### src/rtl/wb_cpu_decoder.sv
// Wishbone CPU-side address decoder: routes one CPU access at a time to one of
// three slaves by adr[31:28], with ack timeout and a sticky bus-error record.
module wb_cpu_decoder #(
    parameter int unsigned TIMEOUT = 255,
    parameter logic [3:0]  S0_BASE = 4'h0,
    parameter logic [3:0]  S1_BASE = 4'h4,
    parameter logic [3:0]  S2_BASE = 4'h8
) (
    input  logic        wb_clk,
    input  logic        wb_rst_n,
    input  logic [31:0] wb_cpu_adr,
    input  logic [31:0] wb_cpu_dat,
    input  logic [3:0]  wb_cpu_sel,
    input  logic        wb_cpu_we,
    input  logic        wb_cpu_cyc,
    input  logic        wb_cpu_stb,
    output logic [31:0] wb_cpu_rdt,
    output logic        wb_cpu_ack,
    output logic [31:0] wb_s_adr,
    output logic [31:0] wb_s_dat,
    output logic [3:0]  wb_s_sel,
    output logic        wb_s_we,
    output logic        wb_s0_cyc,
    output logic        wb_s1_cyc,
    output logic        wb_s2_cyc,
    input  logic [31:0] wb_s0_rdt,
    input  logic        wb_s0_ack,
    input  logic [31:0] wb_s1_rdt,
    input  logic        wb_s1_ack,
    input  logic [31:0] wb_s2_rdt,
    input  logic        wb_s2_ack,
    output logic        err,
    output logic [31:0] err_adr,
    input  logic        err_clr
);

    typedef enum logic [1:0] {IDLE, ACTIVE, ERRW, DONE} state_t;

    state_t      state, state_nxt;
    logic [2:0]  sel_q, sel_d;
    logic [15:0] cnt;
    logic        req, hit_ack, timeout_hit;
    logic [31:0] hit_rdt;

    assign req         = wb_cpu_cyc & wb_cpu_stb;
    assign sel_d       = {wb_cpu_adr[31:28] == S2_BASE,
                          wb_cpu_adr[31:28] == S1_BASE,
                          wb_cpu_adr[31:28] == S0_BASE};
    assign timeout_hit = (cnt == 16'(TIMEOUT - 1));

    // Only the selected slave's response is looked at; others are ignored.
    always_comb begin
        hit_ack = 1'b0;
        hit_rdt = '0;
        if (sel_q[0]) begin
            hit_ack = wb_s0_ack;
            hit_rdt = wb_s0_rdt;
        end else if (sel_q[1]) begin
            hit_ack = wb_s1_ack;
            hit_rdt = wb_s1_rdt;
        end else if (sel_q[2]) begin
            hit_ack = wb_s2_ack;
            hit_rdt = wb_s2_rdt;
        end
    end

    always_ff @(posedge wb_clk) begin
        if (!wb_rst_n) state <= IDLE;
        else           state <= state_nxt;
    end

    // An ack arriving on the timeout cycle takes priority over the timeout.
    always_comb begin
        state_nxt = state;
        case (state)
            IDLE:    if (req) state_nxt = (|sel_d) ? ACTIVE : ERRW;
            ACTIVE:  if (hit_ack) state_nxt = DONE;
                     else if (timeout_hit) state_nxt = ERRW;
            ERRW:    state_nxt = DONE;
            DONE:    state_nxt = IDLE;
            default: state_nxt = IDLE;
        endcase
    end

    always_comb begin
        wb_s0_cyc  = (state == ACTIVE) & sel_q[0];
        wb_s1_cyc  = (state == ACTIVE) & sel_q[1];
        wb_s2_cyc  = (state == ACTIVE) & sel_q[2];
        wb_cpu_ack = (state == DONE);
    end

    always_ff @(posedge wb_clk) begin
        if (!wb_rst_n) begin
            wb_s_adr   <= '0;
            wb_s_dat   <= '0;
            wb_s_sel   <= '0;
            wb_s_we    <= 1'b0;
            sel_q      <= '0;
            cnt        <= '0;
            wb_cpu_rdt <= '0;
            err        <= 1'b0;
            err_adr    <= '0;
        end else begin
            if (state == IDLE && req) begin
                wb_s_adr <= wb_cpu_adr;
                wb_s_dat <= wb_cpu_dat;
                wb_s_sel <= wb_cpu_sel;
                wb_s_we  <= wb_cpu_we;
                sel_q    <= sel_d;
            end
            cnt <= (state == ACTIVE && state_nxt == ACTIVE) ? cnt + 16'd1 : '0;
            if (state == ACTIVE && hit_ack) wb_cpu_rdt <= hit_rdt;
            else if (state == ERRW)         wb_cpu_rdt <= '0;
            // A simultaneous clear lets the new error re-capture its address.
            if (state == ERRW) begin
                err <= 1'b1;
                if (!err || err_clr) err_adr <= wb_s_adr;
            end else if (err_clr) begin
                err     <= 1'b0;
                err_adr <= '0;
            end
        end
    end

endmodule
### config.mk
export PLATFORM = sky130hd
export DESIGN_NAME = wb_cpu_decoder
export DESIGN_NICKNAME = d
export VERILOG_FILES = /design/src/rtl/wb_cpu_decoder.sv
export SDC_FILE = /design/constraint.sdc
export NUM_CORES = 1
export LEC_CHECK = 0
export ABC_CLOCK_PERIOD_IN_PS = 2100
export BUFFER_PORTS_ARGS = -buffer_cell sky130_fd_sc_hd__buf_4
export CORE_MARGIN = 3
export CORE_UTILIZATION = 30
export DETAILED_ROUTE_END_ITERATION = 10
export PLACE_DENSITY_LB_ADDON = 0.3
export SYNTH_ARGS = -nofsm -noshare
export SYNTH_HDL_FRONTEND = slang
export SYNTH_SLANG_ARGS = --single-unit
### constraint.sdc
create_clock -name wb_clk -period 2.1 [get_ports wb_clk]
set_input_delay 0.21 -clock wb_clk [delete_from_list [all_inputs] [get_ports wb_clk]]
set_output_delay 0.21 -clock wb_clk [all_outputs]
set_load 0.03 [all_outputs]
==> results.toml <==
[run_status]
outcome = "finished, final reports clean"

[clocking]
tritoncts = "done"
cts_max_path_buffers = 2
cts_root_buf = "clkbuf_16"
insertion_delay_ps = 420
clk_pin_slew_ps = 70
cts_max_level = 4
numCtsBuffers = 17
clock-sinks = 155

[route]
final_antenna_net_count = 0
drc = 0
wl_per_cell_um = 16.3
via_per_inst = 4.78
routed_wirelength_mm = 20.8
drtIter0Drc = 232
drt_pass1_iterations = 4
vias = 6120

[global_routing]
grt_start_max_net_pins = 73
grt_pass1_vias = 6121
grt_overflow_total = 0
antenna_found_initial = 0
grt_pass1_wl_mm = 32.2
grt_use_total_pct = 18.3

[sta]
setup_tns_ps = 0
period_needed_ps = 1760
tightestPinTransition_ps = 598
setup_violations = 0
relSlewSlack_pct = 60.1
finalCritPeriodShare_pct = 83.6
maxSlewViolCount = 0
rsz0062_at_grt = "false"
hold_viol_final = 0
clock_skew_ps = 13.3
fmax_ghz = 0.570

[setup_path]
reg2reg_to = "wb_cpu_rdt[24]"
worstPathRequired_ps = 2450
crit_type = "flop to flop"
r2r_cells = 5
arrival_ps = 2110
r2r_slack_ps = 340
worstReg2RegStart = "sel_q[1]"
crit_path_start_kind = "flop"
path_max_fanout = 24
worst_setup_path_end_kind = "flop"

[floorplanning]
rows = 51
core_area_um2 = 19700
chipWidth_um = 148
die_area_um2 = 22000
initial_core_util_pct = 30.8
dieHeight_um = 148
ios = 311

[layout]
area_delta_synth_final_pct = 51.8
antenna_cells = 0
fin_util_pct = 46.8
stdcell_area_um2 = 9230
drive_above_1_share_pct = 36.3
nets = 1178

[synth]
ys_warn_count = 0
synth_seq_cells = 155
async_flop_share_pct = 0
synth_edf_count = 0
synth_seq_area_share_pct = 51.0
avgSynthCellArea_um2 = 8.53
syn-instance-count = 713
syn_area_um2 = 6080
ys_types = 41
synth_ff_type = "dfxtp_1"
synthesis.nets = 888

[run]
drv_cap = 0

[placed_design]
placed_area_um2 = 8690
dp_hpwl_mm = 14.9
place.gp.congestion = 0.729
port_buffers = 310

[worst_hold_path]
whs_endpoint = "wb_s_adr[11]"
min_from = "wb_cpu_adr[11]"
holdCritPathClass = "input pin to flop"
hold_depth = 3

[power]
total_power_uw = 6890
vdd.ir_drop.worst_v = 0.000513
power.leakage_uw = 0.00386
p_per_area_nw_per_um2 = 746
[how the worst max path moves through the flow]
| stage | from | endpoint | slack (ps) | depth (start not counted) |
|---|---|---|---|---|
| final | sel_q[1] | wb_cpu_rdt[24] | 340 | 5 |
| after floorplan | sel_q[1] | wb_cpu_rdt[11] | 580 | 7 |
| after CTS | sel_q[1] | wb_cpu_rdt[14] | 10 | 5 |
| after detailed placement | sel_q[1] | wb_cpu_rdt[14] | 30 | 5 |
| after global placement | sel_q[1] | wb_cpu_rdt[13] | 150 | 5 |
| after global routing | state[0] | cnt[2] | 150 | 5 |
[state kept, by name (all words and copies together) (netlist names)]
register,count
err,1
cnt,16
wb_s_dat,32
wb_s_sel,4
sel_q,3
err_adr,32
wb_s_we,1
wb_cpu_rdt,32
state,2
wb_s_adr,32
[per-layer routing]
metal | wire (um) | GRT usage (%)
met4 | 353 | 5.68
met3 | 2070 | 6.86
met5 | 0 | 0
met2 | 9850 | 31.0
met1 | 8550 | 21.7
[critical path: stages, from the launching register on]
cell and delay (ps):
dfxtp_1 360, and3b_1 260, o21ai_0 150, nor2_4 490, buf_4 280, a22o_1 140
[cells in the final DEF, fill, tap and decap left out, types with 2 or more instances in the layout]
cell type   netlist  layout
a21boi_0         20      20
a21oi_1          54      53
a22o_1           32      32
a22oi_1          64      64
and2_1            4       4
and4_1            2       2
buf_12            0       4
buf_4             0     322
clkbuf_16         0      17
clkinv_2          0       4
clkinvlp_4        0       3
dfxtp_1         155     154
ha_1              2       2
inv_1             3       3
inv_6             0       6
nand2_1         180     180
nand2b_1          2       2
nand3_1           7       6
nand4_1           5       5
nand4b_1          2       2
nor2_1           52      51
nor3_1            4       4
nor4_1            4       4
o21ai_0          34      34
xnor2_1           9       9
xor2_1            5       5
[logic make-up after synthesis]
family / after synthesis / synth area share (%)
and+or+nand+nor: 272 / 18.9
AOI/OAI and AO/OA: 211 / 23.2
DFF: 155 / 51.0
buffers and inverters: 59 / 4.44
xor gates and xnor gates: 14 / 2.02
adders and majority gates: 2 / 0.411
[cells in the mapped netlist, drive strengths merged, types with 7 or more instances]
library cell  instances  area [um2]
a21boi               21         158
buf                  21         128
nand3                 7        35.0
a22oi                64         480
nand2               180         676
clkbuf               34         128
dfxtp               155        3100
a21oi                54         270
o21ai                34         170
a22o                 32         280
nor2                 52         195
xnor2                 9        78.8
[power breakdown]
part | switching, uW | internal, uW | total, uW
clock | 1310 | 1530 | 2850
combinational | 531 | 422 | 953
sequential | 57.8 | 3030 | 3090
[cell type report]
type,count,area (um2)
timing repair buffer,326,2500
sequential,155,3100
clock buffer,17,425
clock inverter,15,115
inverter,4,15.0
multi-input combinational,499,2740
tap,265,332
fill,1987,10500
[what timing repair did]
item / CTS / global route
hold buffers: 0 / 0
buffers inserted: 0 / 0
resized for setup: 0 / 1
setup endpoints to repair: 0 / 9
[through the flow]
stage / hold WS (ps) / setup WS, ps / cells
floorplan: 346 / 580 / 713
global placement: 442 / 148 / 1249
detailed placement: 447 / 33.3 / 1249
CTS: 10.1 / 10.1 / 1281
global route: 17.1 / 147 / 1281
finish: 34.7 / 344 / 1281
Note: power is estimated with default switching activity, not from simulation.
